<file path="config.mk">
export PLATFORM = sky130hd
export DESIGN_NAME = dm_load_store_unit
export DESIGN_NICKNAME = d
export VERILOG_FILES = /design/src/rtl/dm_lsu_pkg.sv /design/src/rtl/dm_load_align.sv /design/src/rtl/dm_load_store_unit.sv
export SDC_FILE = /design/constraint.sdc
export NUM_CORES = 1
export LEC_CHECK = 0
export CORE_MARGIN = 2
export CORE_UTILIZATION = 27
export DETAILED_ROUTE_END_ITERATION = 12
export GPL_ROUTABILITY_DRIVEN = 0
export PLACE_DENSITY = 0.89
export SETUP_SLACK_MARGIN = 0.1
export SLEW_MARGIN = 40
export SYNTH_ARGS = -nofsm -noshare
export SYNTH_HDL_FRONTEND = slang
export SYNTH_SLANG_ARGS = --single-unit
</file>
<file path="constraint.sdc">
create_clock -name i_clk -period 2.1 [get_ports i_clk]
set_clock_uncertainty 0.2 [all_clocks]
set_input_delay 0.42 -clock i_clk [delete_from_list [all_inputs] [get_ports i_clk]]
set_output_delay 0.42 -clock i_clk [all_outputs]
set_load 0.02 [all_outputs]
</file>
<file path="src/rtl/dm_lsu_pkg.sv">
// Shared encodings for the data-memory load/store unit: request ops, RV32 funct3
// codes, FSM states and the store lane/alignment helpers.
package dm_lsu_pkg;

    localparam logic [1:0] LSU_OP_NONE   = 2'b00;
    localparam logic [1:0] LSU_OP_LOAD   = 2'b01;
    localparam logic [1:0] LSU_OP_STORE  = 2'b10;
    localparam logic [1:0] LSU_OP_FENCEI = 2'b11;

    localparam logic [2:0] F3_B  = 3'b000;
    localparam logic [2:0] F3_H  = 3'b001;
    localparam logic [2:0] F3_W  = 3'b010;
    localparam logic [2:0] F3_BU = 3'b100;
    localparam logic [2:0] F3_HU = 3'b101;

    localparam logic [1:0] ST_IDLE        = 2'b00;
    localparam logic [1:0] ST_LOAD_DATA   = 2'b01;
    localparam logic [1:0] ST_FENCE_ISSUE = 2'b10;
    localparam logic [1:0] ST_FENCE_WAIT  = 2'b11;

    typedef struct packed {
        logic [3:0]  ben;
        logic [31:0] wdata;
    } lsu_store_lanes_t;

    // Unsupported funct3 codes are folded into the same error path as misalignment.
    function automatic logic lsu_access_bad(input logic is_store, input logic [2:0] f3,
                                            input logic [1:0] lo);
        logic bad;
        case (f3)
            F3_B:    bad = 1'b0;
            F3_H:    bad = lo[0];
            F3_W:    bad = |lo;
            F3_BU:   bad = is_store;
            F3_HU:   bad = is_store | lo[0];
            default: bad = 1'b1;
        endcase
        return bad;
    endfunction

    function automatic lsu_store_lanes_t lsu_store_lanes(input logic [2:0] f3,
                                                         input logic [1:0] lane,
                                                         input logic [31:0] wdata);
        lsu_store_lanes_t r;
        case (f3)
            F3_B: begin
                r.ben   = 4'b0001 << lane;
                r.wdata = {4{wdata[7:0]}};
            end
            F3_H: begin
                r.ben   = lane[1] ? 4'b1100 : 4'b0011;
                r.wdata = {2{wdata[15:0]}};
            end
            default: begin
                r.ben   = 4'b1111;
                r.wdata = wdata;
            end
        endcase
        return r;
    endfunction

endpackage

</file>
<file path="src/rtl/dm_load_align.sv">
// Combinational load-data lane extraction with sign/zero extension.
module dm_load_align
    import dm_lsu_pkg::*;
(
    input  logic [31:0] i_rdata,
    input  logic [1:0]  i_lane,
    input  logic [2:0]  i_funct3,
    output logic [31:0] o_data
);
    logic [7:0]  byte_sel;
    logic [15:0] half_sel;
    logic [31:0] shifted;

    assign shifted  = i_rdata >> {i_lane, 3'b000};
    assign byte_sel = shifted[7:0];
    assign half_sel = i_lane[1] ? i_rdata[31:16] : i_rdata[15:0];

    always_comb begin
        case (i_funct3)
            F3_B:    o_data = {{24{byte_sel[7]}}, byte_sel};
            F3_BU:   o_data = {24'h0, byte_sel};
            F3_H:    o_data = {{16{half_sel[15]}}, half_sel};
            F3_HU:   o_data = {16'h0, half_sel};
            default: o_data = i_rdata;
        endcase
    end

endmodule

</file>
<file path="src/rtl/dm_load_store_unit.sv">
// Requester side of the main_mem data port: load/store/fence.i sequencing.
// Optional macro DM_LSU_RANGE_CHECK_EN rejects addresses beyond the DM window.
module dm_load_store_unit
    import dm_lsu_pkg::*;
#(
    parameter int ADDR_W = 32,
    parameter int DM_AW  = 14
) (
    input  logic              i_clk,
    input  logic              i_rst_n,
    input  logic              i_req_valid,
    output logic              o_req_ready,
    input  logic [1:0]        i_req_op,
    input  logic [2:0]        i_funct3,
    input  logic [ADDR_W-1:0] i_addr,
    input  logic [31:0]       i_wdata,
    output logic              o_dm_ren,
    output logic              o_dm_wen,
    output logic [3:0]        o_dm_ben,
    output logic [DM_AW-1:0]  o_dm_addr,
    output logic [31:0]       o_dm_wdata,
    output logic              o_fence_i,
    input  logic [31:0]       i_dm_rdata,
    input  logic              i_mem_ready,
    output logic              o_resp_valid,
    output logic [31:0]       o_resp_rdata,
    output logic              o_resp_err
);
    logic [1:0] state_q, state_d;
    logic [1:0] lane_q, lane_d;
    logic [2:0] f3_q, f3_d;
    logic       resp_q, resp_d;
    logic       err_q, err_d;

    logic accept, is_load, is_store, is_fence, is_mem, bad, range_bad, mem_ok, fence_done;
    lsu_store_lanes_t st_lanes;
    logic [31:0]      load_data;

    // Gating with i_rst_n keeps every strobe low for the whole reset window.
    assign o_req_ready = i_rst_n && (state_q == ST_IDLE) && i_mem_ready;
    assign accept      = i_req_valid && o_req_ready;
    assign is_load     = (i_req_op == LSU_OP_LOAD);
    assign is_store    = (i_req_op == LSU_OP_STORE);
    assign is_fence    = (i_req_op == LSU_OP_FENCEI);
    assign is_mem      = is_load || is_store;

`ifdef DM_LSU_RANGE_CHECK_EN
    assign range_bad = |i_addr[ADDR_W-1:DM_AW+2];
`else
    logic addr_hi_unused;
    assign addr_hi_unused = ^i_addr[ADDR_W-1:DM_AW+2];
    assign range_bad      = 1'b0;
`endif

    assign bad      = lsu_access_bad(is_store, i_funct3, i_addr[1:0]) || range_bad;
    assign mem_ok   = accept && is_mem && !bad;
    assign st_lanes = lsu_store_lanes(i_funct3, i_addr[1:0], i_wdata);

    assign o_dm_ren   = mem_ok && is_load;
    assign o_dm_wen   = mem_ok && is_store;
    assign o_dm_ben   = o_dm_wen ? st_lanes.ben : 4'b0000;
    assign o_dm_wdata = o_dm_wen ? st_lanes.wdata : 32'h0;
    assign o_dm_addr  = mem_ok ? i_addr[DM_AW+1:2] : '0;
    assign o_fence_i  = accept && is_fence;

    dm_load_align u_align (
        .i_rdata  (i_dm_rdata),
        .i_lane   (lane_q),
        .i_funct3 (f3_q),
        .o_data   (load_data)
    );

    assign fence_done   = (state_q == ST_FENCE_WAIT) && i_mem_ready;
    assign o_resp_valid = resp_q || (state_q == ST_LOAD_DATA) || fence_done;
    assign o_resp_rdata = (state_q == ST_LOAD_DATA) ? load_data : 32'h0;
    assign o_resp_err   = err_q;

    always_comb begin
        state_d = state_q;
        lane_d  = lane_q;
        f3_d    = f3_q;
        resp_d  = accept && is_mem && (is_store || bad);
        err_d   = accept && is_mem && bad;
        case (state_q)
            ST_IDLE: begin
                if (mem_ok && is_load) begin
                    state_d = ST_LOAD_DATA;
                    lane_d  = i_addr[1:0];
                    f3_d    = i_funct3;
                end else if (accept && is_fence) begin
                    state_d = ST_FENCE_ISSUE;
                end
            end
            ST_LOAD_DATA:   state_d = ST_IDLE;
            // The memory only drops ready one cycle after the pulse, so skip a cycle first.
            ST_FENCE_ISSUE: state_d = ST_FENCE_WAIT;
            ST_FENCE_WAIT: begin
                if (i_mem_ready) state_d = ST_IDLE;
            end
            default:        state_d = ST_IDLE;
        endcase
    end

    always_ff @(posedge i_clk or negedge i_rst_n) begin
        if (!i_rst_n) begin
            state_q <= ST_IDLE;
            lane_q  <= 2'b00;
            f3_q    <= 3'b000;
            resp_q  <= 1'b0;
            err_q   <= 1'b0;
        end else begin
            state_q <= state_d;
            lane_q  <= lane_d;
            f3_q    <= f3_d;
            resp_q  <= resp_d;
            err_q   <= err_d;
        end
    end

endmodule

</file>
Word level (Yosys, flattened, before mapping)
Index checks and enable logic that the tools add are counted.
Operators by class
  add/subtract/negate cells: 0
  multiply operators: 0
  div/mod/pow operators: 0
  $lt $le $gt $ge: 0
  eq/ne operators: 15
  shift-type cells: 2
  multiplexer cells: 13
  bitwise operators: 1
  reductions and logical operators: 22
Operators with widths (count)
  32-bit one-hot mux with 4 select lines: 1
  36-bit one-hot mux with 2 select lines: 1
  32-bit two-way mux: 2
  32-bit by 5-bit >> shifter with 8-bit output: 1
  16-bit two-way mux: 1
  14-bit two-way mux: 1
  3-bit equality test (second input constant): 4
  1-bit logical AND: 11
  2-bit equality test (second input constant): 4
  4-bit two-way mux: 2
  2-bit one-hot mux with 4 select lines: 1
  3-bit by 1-bit equality test with 1-bit output (second input constant): 2
  3-bit logical NOT: 2
  2-bit two-way mux: 3
  1-bit one-hot mux with 5 select lines: 1
  2-bit by 1-bit equality test with 1-bit output (second input constant): 2
  1-bit logical OR: 4
  2-bit AND reduction: 2
  1-bit by 2-bit << shifter with 4-bit output (first input constant): 1
  3-bit by 2-bit equality test with 1-bit output (second input constant): 1
  3-bit != test (second input constant): 1
  2-bit logical NOT: 1
  2-bit != test (second input constant): 1
  2-bit OR reduction: 1
  2 further kinds: 2
Storage, ports and cells
  bits in registers: 9
  latch bits: 0
  RAM bits: 0
  memory bits (read-only): 0
  output and inout bits: 88
  word-level logic and storage cells: 58
  memories: 0

Logic depth before layout (Yosys ltp)
Gate-level depths: netlist of the first run.
  depth in word-level cells: 9
  gate-level depth with buffers: 8
  depth with buffers taken out: 6

Modules after synthesis
From an unflattened synthesis of the first run, not the netlist that was laid out.
Second synthesis, totals
  cells, all modules: 292
  area total of the unflattened synthesis: 1995.7 um^2
Modules (own cells, without submodules)
  dm_load_store_unit: instances 1, cells each 183, area each 1367.6 um^2
  dm_load_align: instances 1, cells each 109, area each 628.1 um^2

Least setup slack after synthesis of the first run
No wires, ideal clock.
  kind: input to output
  from: in i_req_op[0]
  to: out o_dm_wdata[24]
  arrival time: 1.951 ns
  setup slack: -0.471 ns
  cell stages on the path: 7
  buffers on the path: 1
  cells stage by stage: inv_1 ha_1 a221oi_2 o2111a_2 nand2_1 buf_6 a211oi_1
Between the ends
  longest elaborated chain between the ends: 7
RTL lines
  start: declaration: RTL line dm_load_store_unit.sv:13  | input logic [1:0] i_req_op,
  2-bit equality test: RTL line dm_load_store_unit.sv:43  | assign is_store = (i_req_op == LSU_OP_STORE);
  1-bit bitwise OR: RTL line dm_lsu_pkg.sv:35  | F3_HU: bad = is_store | lo[0];
  1-bit one-hot mux with 5 select lines: RTL line dm_lsu_pkg.sv:30  | case (f3)
  1-bit logical NOT: RTL line dm_load_store_unit.sv:56  | assign mem_ok = accept && is_mem && !bad;
  1-bit logical AND: RTL line dm_load_store_unit.sv:56
  1-bit logical AND *: RTL line dm_load_store_unit.sv:60  | assign o_dm_wen = mem_ok && is_store;
  32-bit two-way mux *: RTL line dm_load_store_unit.sv:62  | assign o_dm_wdata = o_dm_wen ? st_lanes.wdata : 32'h0;
  end: declaration: RTL line dm_load_store_unit.sv:21  | output logic [31:0] o_dm_wdata,
Mark *: on every way between the ends. The rest lies on a longest branch, timed or not.

Final worst setup path of the first run
  from: in i_req_valid
  to: out o_dm_wdata[28]
Between the ends
  longest elaborated chain between the ends: 5
RTL lines
  start: declaration: RTL line dm_load_store_unit.sv:11  | input logic i_req_valid,
  1-bit logical AND: RTL line dm_load_store_unit.sv:41  | assign accept = i_req_valid && o_req_ready;
  1-bit logical AND (2 in series): RTL line dm_load_store_unit.sv:56
  1-bit logical AND: RTL line dm_load_store_unit.sv:60
  32-bit two-way mux: RTL line dm_load_store_unit.sv:62
No other way between the ends.

==> PnR_summary.wiki, run 1 <==
{| class="wikitable"
! Metric !! Value
|-
| Largest family of logic cells by synthesized area || simple AND/OR/NAND/NOR gates
|-
| Worst supply voltage drop on vdd || about 360 uV
|-
| Average wire per cell in the routed design || 19.6 um
|-
| Synth Warn # || 0
|-
| Final #Nets || a little over 600
|-
| Residual antenna-violating net count after detailed routing || 0
|-
| Commonest non-fill, non-tap cells in the layout || 92 x sky130_fd_sc_hd__buf_6, 69 x sky130_fd_sc_hd__clkdlybuf4s50_1, 52 x sky130_fd_sc_hd__buf_4, 48 x sky130_fd_sc_hd__nand2_1, 31 x sky130_fd_sc_hd__a21oi_4
|-
| Post-route worst setup slack || -491 ps
|-
| Total number of vias || between 3000 and 4000
|-
| Initial detailed-routing violation count || between 80 and 90
|-
| Flip-flop and latch count after synthesis || 9
|-
| Clock tree from TritonCTS || done
|-
| Area share of fa/ha/maj cells after synthesis || ~2.0%
|-
| Fraction of final layout cells with drive strength greater than 1 || 56.8%
|-
| TritonCTS Sinks || 9
|-
| Post-synthesis instance area || approximately 1900 um^2
|-
| Failing checks || setup timing
|-
| Fraction of synthesized area in multiplexers || 20.9%
|-
| Clock root buffer master || sky130_fd_sc_hd__clkbuf_8
|-
| Sequential-to-total area share from yosys stat || a little under an eighth
|-
| Req. time, crit path || around 1500 ps
|-
| Kind of critical path || input port to output port
|-
| Most frequent standard cell in the layout excluding fill and tap cells || sky130_fd_sc_hd__buf_6
|-
| Xor/xnor cell area share of the yosys netlist || 0%
|-
| Final Non-Filler Cells || approximately 590
|-
| Clock slew at reported path FFs || around 40 ps
|-
| Post-Route WL || between 10000 and 15000 um
|-
| Run status || finished with violations
|-
| Number of CTS-inserted buffers || 3
|-
| Horizontal die dimension || about 90 um
|-
| Insertion delay of the later-clocked pin in the worst-skew pair || between 200 and 250 ps
|-
| CTS H-tree lvls || 1
|-
| Share of the synthesized area in compound gates (AO/OA/AOI/OAI) || about a quarter
|-
| FP Rows || 30
|-
| Antenna Diode Count || 0
|-
| Number of antenna violations at the first check in global routing || 0
|-
| Unrepaired setup endpoints after global routing || yes
|-
| Class of the tightest hold or removal check || input port to asynchronous set/reset pin
|-
| Relative area change from synthesis to final layout || 188%
|-
| Number of global-route vias before repair || between 3000 and 4000
|-
| Crit share post-route || 123%
|-
| Pin count of the biggest net entering global routing || 19
|-
| Max transition margin || ~77%
|-
| Core footprint || 6760 um^2
|-
| Total negative slack || -30320 ps
|-
| Power Dens Cells || ~570 nW/um^2
|-
| Critical-path maximum fanout || 7
|-
| Die Y-Extent || around 87 um
|-
| Most repeated library cell on the critical path || sky130_fd_sc_hd__buf_12
|-
| Cell area after layout || about 5400 um^2
|-
| Number of violations of the max-capacitance limit || 0
|-
| Number of buffers added to fix hold violations after cts || 0
|-
| Leakage power summed over all cells || between 0.002 and 0.0025 uW
|-
| Number of hold-slack violations in the final timing report || 0
|-
| Synthesized area divided by synthesized cell count || between 6 and 7 um^2
|-
| Cell accounting for the most synthesized area || sky130_fd_sc_hd__mux2i_1
|-
| Actual transition at the worst max-transition pin || around 340 ps
|-
| TritonRoute pass-1 iters || 4
|-
| Synth cell types || 34
|-
| Wire length of the first global-routing pass || roughly 17000 um
|-
| Final setup violation count || 89
|-
| Syn nets || roughly 390
|-
| Library cell contributing the largest single delay on the critical path || sky130_fd_sc_hd__clkdlybuf4s50_1
|-
| Category of the worst setup path launch point || input port
|-
| Final HPWL DP || 7350 um
|-
| Vias/cell || between 5 and 6
|-
| Placed Cells incl. Taps || 558
|-
| Final Total Pwr || just over 3000 uW
|-
| Crit path DAT || 1970 ps
|-
| Crit path largest cell delay || roughly 550 ps
|-
| Fraction of the mapped netlist area in simple logic gates || about 29%
|-
| Fillers || ~370
|-
| Die ar. || 7650 um^2
|-
| Top-Level Pins || between 150 and 200
|-
| Cells after Synth || between 200 and 300
|-
| Highest Clock Rate || a little under 400 MHz
|-
| Gr usage total || about 28%
|-
| Ranking of synthesized cells by area || sky130_fd_sc_hd__mux2i_1 14%, sky130_fd_sc_hd__dfrtp_1 12%, sky130_fd_sc_hd__nand2_1 10%, sky130_fd_sc_hd__a21oi_1 6.9%, sky130_fd_sc_hd__mux2_2 6.6%
|-
| Reg2Reg Depth || 8
|-
| Kind of end point of the critical path || output port
|-
| Placed cell area || 4710 um^2
|-
| PortBufs || 176
|-
| Min Clock Period, post-route || approximately 2600 ps
|-
| Worst-path cell chain || clkdlybuf4s50_1 > o2111a_2 > buf_12 > nand2_8 > buf_12 > a211oi_4 > buf_6
|-
| Residual DRC || 0
|-
| Initial core utilization || between 20% and 30%
|-
| Total count of max-transition violations in the final report || 0
|-
| Maximum number of buffers from clock root to sink || 2
|-
| Leftover overflow at the end of global routing || 0
|-
| Area fraction of the dominant cell type after synthesis || between 10% and 20%
|}
==> state kept, by name (all words and copies together) (netlist names) <==
signal / flops
resp_q: 1
o_resp_err: 1
lane_q: 2
state_q: 2
f3_q: 3
==> cell usage after synthesis (all sizes together) <==
cell and count:
and3 9, o2111a 1, clkbuf 15, o21bai 2, a21boi 1, a221oi 10
mux2i 27, nand2b 5, a211o 6, inv 16, a22o 1, nor2 28
o22ai 1, nand2 52, and2 14, ha 3, a21oi 36, nand3 1
nor3 1, nand3b 1, o21ai 3, buf 10, mux2 11, and4bb 1
a211oi 8, a21o 1, nor4 1, dfrtp 9, or2 3
==> critical path, delay by kind of cell <==
kind                   cells  cell delay [ps]
buffers and inverters      4              990
AOI/OAI and AO/OA          2              470
and+or+nand+nor            1               80
==> where the power goes <==
group	switching, uW	internal [uW]	leakage [uW]
combinational	1330	1340	0.00219
sequential	24.2	207	0.000122
clock	61.8	132	0.0000228
==> per-layer routing <==
layer / vias to the layer above / wire length (um) / GRT usage, %
met3: 24 / 929 / 6.45
met1: 1531 / 4090 / 27.7
li1: 1435 / - / -
met4: 0 / 240 / 9.37
met5: - / 0 / 0
met2: 170 / 6320 / 55.9
==> worst paths after layout <==
| path | to | slack (ps) | start |
|---|---|---|---|
| max in group asynchronous | state_q[1] | 1510 | i_rst_n |
| worst max-delay path | o_dm_wdata[28] | -490 | i_req_valid |
| worst max register to register | lane_q[0] | -10 | state_q[1] |
| min in group i_clk | lane_q[1] | 380 | lane_q[1] |
| worst min-delay path | f3_q[0] | 50 | i_rst_n |
| worst min register to register | lane_q[1] | 380 | lane_q[1] |
==> kinds of logic (layout without fill, tap and decap cells) <==
family	Yosys count	after routing
simple gates	116	116
fa+ha+maj	3	3
compound gates	70	70
buf+inv	41	275
mux	38	38
flops	9	9
==> stage by stage <==
stage | setup WS [ps] | utilization [%] | hold WS, ps
6_report | -491 | 80.1 | 52.0
2_1_floorplan | -160 | - | -75.6
5_1_grt | -518 | 80.1 | 83.2
3_3_place_gp | -1250 | 69.6 | 327
4_1_cts | -508 | 78.5 | 55.1
3_5_place_dp | -1280 | 69.6 | 348
==> layout make-up <==
cell class                 count  area (um^2)  share of cell area, %
clock buffer                   4         45.0                  0.832
inverter                      16         72.6                   1.34
multi-input combinational    227         2250                   41.5
sequential                     9          225                   4.16
tap                           80          100                   1.85
timing repair buffer         255         2730                   50.3
==> timing repair <==
item | CTS | global route
pin swaps | 37 | 30
cloned | 4 | 1
resized for setup | 593 | 32
endpoints found under the setup margin | 94 | 92
buffers inserted | 23 | 5
(Power assumes the default switching activity.)
==> inputs of run 2 (changes only) <==
--- a/config.mk
+++ b/config.mk
@@ -5,10 +5,12 @@
 export SDC_FILE = /design/constraint.sdc
 export NUM_CORES = 1
 export LEC_CHECK = 0
+export CAP_MARGIN = 20
 export CORE_MARGIN = 2
 export CORE_UTILIZATION = 27
 export DETAILED_ROUTE_END_ITERATION = 12
 export GPL_ROUTABILITY_DRIVEN = 0
+export GPL_TIMING_DRIVEN = 1
 export PLACE_DENSITY = 0.89
 export SETUP_SLACK_MARGIN = 0.1
 export SLEW_MARGIN = 40
==> constraint.sdc (replaced) <==
create_clock -name i_clk -period 2.1 [get_ports i_clk]
set_clock_uncertainty 0.2 [all_clocks]
set_input_delay 0.525 -clock i_clk [delete_from_list [all_inputs] [get_ports i_clk]]
set_output_delay 0.525 -clock i_clk [all_outputs]
set_load 0.02 [all_outputs]
==> run 2 against run 1 <==
Compared with the run above:
- clock power about the same
- global-route usage decreased by 1.2 points
- die area unchanged
- combinational power up 4%
- total power is 4.3% higher
- non-clock buffer count decreased by 3
- register-to-register slack improved by 130 ps
- the flow still finishes with violations (setup timing)
==> PnR_summary.wiki, run 2 (synthesis results as in run 1) <==
{| class="wikitable"
! Metric !! Value
|-
| Critical path buffer and inverter count || 5
|-
| Vias/cell || around 5.3
|-
| WL met2 || approximately 6400 um
|-
| Clock slew at reported path FFs || around 40 ps
|-
| Final #Nets || ~620
|-
| Footprint of the multi-input gates || 2290 um^2
|-
| Actual transition at the worst max-transition pin || 463 ps
|-
| Unrepaired setup endpoints after global routing || yes
|-
| Insertion delay of the later-clocked pin in the worst-skew pair || roughly 230 ps
|-
| Commonest non-fill, non-tap cells in the layout || 88 x sky130_fd_sc_hd__buf_6, 55 x sky130_fd_sc_hd__buf_4, 52 x sky130_fd_sc_hd__clkdlybuf4s50_1, 48 x sky130_fd_sc_hd__nand2_1, 35 x sky130_fd_sc_hd__a21oi_4
|-
| Relative area change from synthesis to final layout || 183%
|-
| Max transition margin || between 60% and 70%
|-
| Total negative slack || -40000 ps
|-
| Largest register FFs || 3
|-
| PortBufs || 176
|-
| Gr usage total || between 20% and 30%
|-
| Maximum number of buffers from clock root to sink || 2
|-
| TritonCTS Sinks || 9
|-
| Average wire per cell in the routed design || 19.5 um
|-
| Met3 wire length || 948 um
|-
| Class of the tightest hold or removal check || input port to asynchronous set/reset pin
|-
| Crit path largest cell delay || 280 ps
|-
| Post-route worst setup slack || -585 ps
|-
| Horizontal die dimension || 87.5 um
|-
| Initial detailed-routing violation count || 49
|-
| Leakage power summed over all cells || 0.00230 uW
|-
| Most frequent standard cell in the layout excluding fill and tap cells || sky130_fd_sc_hd__buf_6
|-
| Post-Route WL || roughly 12000 um
|-
| Failing checks || setup timing
|-
| Top-Level Pins || 193
|-
| Die Y-Extent || roughly 87 um
|-
| Leftover overflow at the end of global routing || 0
|-
| Worst supply voltage drop on vdd || around 260 uV
|-
| Number of antenna violations at the first check in global routing || 2
|-
| Min Clock Period, post-route || around 2700 ps
|-
| Residual DRC || 0
|-
| Kind of end point of the critical path || output port
|-
| Worst-path cell chain || buf_8 > inv_8 > ha_4 > a221oi_4 > o2111a_2 > nand2_4 > buf_6 > buf_4 > nor2_4 > buf_6
|-
| Run status || finished with violations
|-
| Library cell contributing the largest single delay on the critical path || sky130_fd_sc_hd__a221oi_4
|-
| Initial core utilization || 27.9%
|-
| Most repeated library cell on the critical path || sky130_fd_sc_hd__buf_6
|-
| Number of buffers added to fix hold violations after cts || 0
|-
| FP Rows || 30
|-
| Final setup violation count || a little under 90
|-
| Die ar. || around 7700 um^2
|-
| Power Dens Cells || about 610 nW/um^2
|-
| Fraction of final layout cells with drive strength greater than 1 || between 50% and 60%
|-
| Category of the worst setup path launch point || input port
|-
| Residual antenna-violating net count after detailed routing || 0
|-
| Clock root buffer master || sky130_fd_sc_hd__clkbuf_8
|-
| Number of violations of the max-capacitance limit || 0
|-
| Highest Clock Rate || 372 MHz
|-
| Number of CTS-inserted buffers || 3
|-
| Final HPWL DP || 8150 um
|-
| TritonRoute pass-1 iters || 4
|-
| Crit path DAT || approximately 2000 ps
|-
| Post-Route M1 WL || about 3700 um
|-
| Fillers || slightly below 400
|-
| Reg area || roughly 230 um^2
|-
| Number of global-route vias before repair || between 3000 and 4000
|-
| Total number of vias || 3112
|-
| Crit path max-delay family || compound AO/OA/AOI/OAI gates
|-
| Max layer used || met4
|-
| Top register by number of flip-flops || f3_q
|-
| Utilization after layout || slightly below 80%
|-
| CTS H-tree lvls || 1
|-
| Pin count of the biggest net entering global routing || 24
|-
| Number of hold-slack violations in the final timing report || 0
|-
| Core footprint || between 6000 and 7000 um^2
|-
| Req. time, crit path || 1370 ps
|-
| Largest registers || f3_q x3, lane_q x2, state_q x2
|-
| Clock tree from TritonCTS || done
|-
| Wire length of the first global-routing pass || approximately 16000 um
|-
| Total count of max-transition violations in the final report || 0
|-
| Kind of critical path || input port to output port
|-
| Critical-path maximum fanout || 6
|-
| Crit share post-route || 128%
|}
run 2: path summary, 6_finish.rpt:
kind | slack [ps] | startpoint | endpoint | cells after the start
max in group asynchronous | 1560 | i_rst_n | lane_q[1] | 2
worst min-delay path | 5 | i_rst_n | f3_q[0] | 2
worst max register to register | 120 | state_q[1] | lane_q[1] | 6
worst min register to register | 350 | f3_q[2] | f3_q[2] | 1
worst max-delay path | -580 | i_req_op[0] | o_dm_wdata[9] | 10
min in group i_clk | 350 | f3_q[2] | f3_q[2] | 1
run 2: routing by layer:
layer	track usage (%)	up-vias
met4	13.3	0
met1	24.0	1468
met3	6.73	41
met5	0	-
met2	53.7	172
li1	-	1431
run 2: area by class of cell:
class,count,share of cell area [%]
well taps,80,1.88
diodes,2,0.0941
multi-input cells,228,43.0
clock buffers,4,0.847
inverters,16,1.27
repair buffers,252,48.6
flip-flops and latches,9,4.28
run 2: repair_timing:
action	in CTS	in global routing
setup endpoints to repair	94	91
cloned	2	3
setup buffers	10	8
pin swaps	25	20
resized for setup	577	36
run 2: report_power, final:
part	total, uW	internal [uW]	switching (uW)
combinational	2790	1420	1380
sequential	240	209	31.7
clock	192	132	60.9
run 2: metrics by stage:
step           setup WS, ps  total power [uW]  instances  cell area [um^2]  hold slack, ps
3_3_place_gp          -1460              2670        566              4870             330
3_5_place_dp          -1510              2730        566              4870             344
6_report               -585              3230        591              5320            5.23
4_1_cts                -601              3190        581              5150             105
5_1_grt                -647              3380        591              5320            15.4
2_1_floorplan          -369              1590        277              2630            29.4
==> inputs of run 3 (changes only) <==
--- a/config.mk
+++ b/config.mk
@@ -17,3 +17,4 @@
 export SYNTH_ARGS = -nofsm -noshare
 export SYNTH_HDL_FRONTEND = slang
 export SYNTH_SLANG_ARGS = --single-unit
+export TNS_END_PERCENT = 30
==> constraint.sdc (replaced) <==
create_clock -name i_clk -period 2.1 [get_ports i_clk]
set_clock_uncertainty 0.2 [all_clocks]
set_input_delay 0.525 -clock i_clk [delete_from_list [all_inputs] [get_ports i_clk]]
set_output_delay 0.525 -clock i_clk [all_outputs]
set_load 0.01 [all_outputs]
==> run 3 against run 2 <==
Compared with the run above:
- the flow still finishes with violations (setup timing)
- register-to-register slack about the same
- die area unchanged
- critical path depth increased by 1
- total power decreased by 38%
- non-clock buffer count decreased by 18
- sequential share of layout area increased by 0.95 points
- utilization decreased by 15 points
- final area decreased by 19%
- critical endpoint is now o_dm_wdata[14]
- largest cell class unchanged
- largest power group unchanged
- highest routed layer unchanged
==> PnR_summary.wiki, run 3 (synthesis results as in run 1) <==
{| class="wikitable"
! Metric !! Value
|-
| PortBufs || 176
|-
| Placed Cells incl. Taps || 557
|-
| Final #Nets || 599
|-
| Footprint of the multi-input gates || approximately 1800 um^2
|-
| Initial core utilization || roughly 28%
|-
| Core footprint || between 6000 and 7000 um^2
|-
| Vias/cell || around 5.0
|-
| Most frequent standard cell in the layout excluding fill and tap cells || sky130_fd_sc_hd__buf_2
|-
| Total number of vias || ~2800
|-
| Library cell contributing the largest single delay on the critical path || sky130_fd_sc_hd__a221oi_2
|-
| TritonCTS Sinks || 9
|-
| Crit share post-route || 129%
|-
| Reg2Reg Depth || 7
|-
| Top register by number of flip-flops || f3_q
|-
| Kind of critical path || input port to output port
|-
| Kind of end point of the critical path || output port
|-
| Worst-path cell chain || buf_8 > inv_8 > ha_4 > a221oi_2 > o2111a_2 > buf_6 > nand2_8 > buf_16 > buf_4 > nor2_4 > buf_6
|-
| Crit path max-delay family || buffers and inverters
|-
| Die Y-Extent || about 87 um
|-
| Final HPWL DP || approximately 6700 um
|-
| Wire length of the first global-routing pass || around 14000 um
|-
| Worst supply voltage drop on vdd || between 200 and 250 uV
|-
| Leakage power summed over all cells || about 0.0021 uW
|-
| Run status || finished with violations
|-
| Reg2Reg Launch Point || state_q[0]
|-
| Residual antenna-violating net count after detailed routing || 0
|-
| TritonRoute pass-1 iters || 4
|-
| Initial detailed-routing violation count || about 110
|-
| Top-Level Pins || about 190
|-
| Fraction of final layout cells with drive strength greater than 1 || 46.7%
|-
| Total count of max-transition violations in the final report || 0
|-
| Pin count of the biggest net entering global routing || 27
|-
| Critical register-to-register path endpoint || lane_q[0]
|-
| Failing checks || setup timing
|-
| Final Non-Filler Cells || 570
|-
| Critical-path maximum fanout || 5
|-
| Worst Setup Slack post-DPL || -1430 ps
|-
| Leftover overflow at the end of global routing || 0
|-
| Power Dens Cells || between 400 and 500 nW/um^2
|-
| Clock slew at reported path FFs || about 40 ps
|-
| Gr usage total || about 22%
|-
| Max transition margin || approximately 77%
|-
| Highest Clock Rate || between 300 and 400 MHz
|-
| Commonest non-fill, non-tap cells in the layout || 66 x sky130_fd_sc_hd__buf_2, 59 x sky130_fd_sc_hd__clkdlybuf4s50_1, 50 x sky130_fd_sc_hd__nand2_1, 41 x sky130_fd_sc_hd__buf_4, 25 x sky130_fd_sc_hd__mux2i_1
|-
| Antenna Diode Count || 0
|-
| Category of the worst setup path launch point || input port
|-
| Residual DRC || 0
|-
| CTS H-tree lvls || 1
|-
| Average wire per cell in the routed design || around 16 um
|-
| Post-route worst setup slack || -619 ps
|-
| Cell area after layout || about 4300 um^2
|-
| Reg area || between 200 and 250 um^2
|-
| Min Clock Period, post-route || approximately 2700 ps
|-
| FP Rows || 30
|-
| Fillers || 560
|-
| Number of CTS-inserted buffers || 3
|-
| Largest registers || f3_q x3, lane_q x2, state_q x2
|-
| Req. time, crit path || ~1400 ps
|-
| Total negative slack || -36640 ps
|-
| First element of the critical path || i_req_op[0]
|-
| Slack of the worst reg-to-reg path || around 120 ps
|-
| Horizontal die dimension || 87.5 um
|-
| Unrepaired setup endpoints after global routing || yes
|-
| Placed cell area || 4260 um^2
|-
| Largest register FFs || 3
|-
| Crit path largest cell delay || just under 300 ps
|-
| Clock tree from TritonCTS || done
|-
| Most repeated library cell on the critical path || sky130_fd_sc_hd__buf_6
|-
| Actual transition at the worst max-transition pin || between 300 and 400 ps
|-
| Final setup violation count || approximately 90
|-
| Post-Route WL || approximately 8800 um
|-
| Class of the tightest hold or removal check || input port to asynchronous set/reset pin
|-
| Number of global-route vias before repair || 3010
|-
| Number of violations of the max-capacitance limit || 0
|-
| Critical path buffer and inverter count || 6
|-
| Clock root buffer master || sky130_fd_sc_hd__clkbuf_8
|-
| Crit path DAT || between 1500 and 2000 ps
|-
| Relative area change from synthesis to final layout || 130%
|-
| Die ar. || between 7000 and 8000 um^2
|-
| Insertion delay of the later-clocked pin in the worst-skew pair || 220 ps
|-
| Number of antenna violations at the first check in global routing || 0
|-
| Number of hold-slack violations in the final timing report || 0
|-
| Number of buffers added to fix hold violations after cts || 0
|-
| Maximum number of buffers from clock root to sink || 2
|}
[run 3: cell count changes in the layout (fill, tap and decap cells not counted), sizes merged, moves of 2 or more]
| cell | previous run | this run |
|---|---|---|
| clkdlybuf4s50 | 52 | 59 |
| dlygate4sd2 | 28 | 18 |
| clkdlybuf4s15 | 3 | 12 |
| buf | 164 | 143 |
| diode | 2 | 0 |
| clkbuf | 8 | 6 |
[run 3: metal layers]
layer / track usage, % / share of wire (%)
met1: 23.5 / 38
met2: 43.5 / 54
met3: 4.08 / 6.9
met4: 5.73 / 1.4
met5: 0 / 0
[run 3: through the flow]
step	utilization [%]	power (uW)	hold WS, ps
floorplan	-	908	29.4
global placement	63.1	1790	325
detailed placement	63.1	1830	339
CTS	62.6	1940	116
global route	64.1	2110	143
finish	64.1	1980	115
[run 3: area by class of cell]
cell class	count	share of cell area, %
inverter	16	1.56
multi-input combinational	227	42.2
clock buffer	4	1.04
timing repair buffer	234	47.7
sequential	9	5.23
tap	80	2.31
[run 3: worst max-delay path by stage]
stage / endpoint / slack [ps] / cells past startpoint
floorplan: o_dm_ben[0] / -310 / 8
global placement: o_dm_wdata[31] / -1390 / 9
detailed placement: o_dm_wdata[30] / -1430 / 9
CTS: o_dm_wdata[30] / -670 / 10
global route: o_dm_wdata[30] / -690 / 8
finish: o_dm_wdata[14] / -620 / 11
[run 3: power by group]
part	switching, uW	internal (uW)
combinational	773	783
clock	61.5	132
sequential	27.6	208
total	862	1120
[run 3: what timing repair did]
action                                  CTS  global route
setup buffers                             3             3
gates cloned                              3             0
pin swaps                                22             8
endpoints found under the setup margin   94            92
resized for setup                       444            27
[run 3: worst register-to-register path, stage by stage (launching register included)]
cell                       delay, ps
sky130_fd_sc_hd__dfrtp_1         370
sky130_fd_sc_hd__and4bb_2        340
sky130_fd_sc_hd__o2111a_2        230
sky130_fd_sc_hd__buf_4           120
sky130_fd_sc_hd__buf_12          140
sky130_fd_sc_hd__nand2_4          60
sky130_fd_sc_hd__buf_6           130
sky130_fd_sc_hd__mux2_2          270
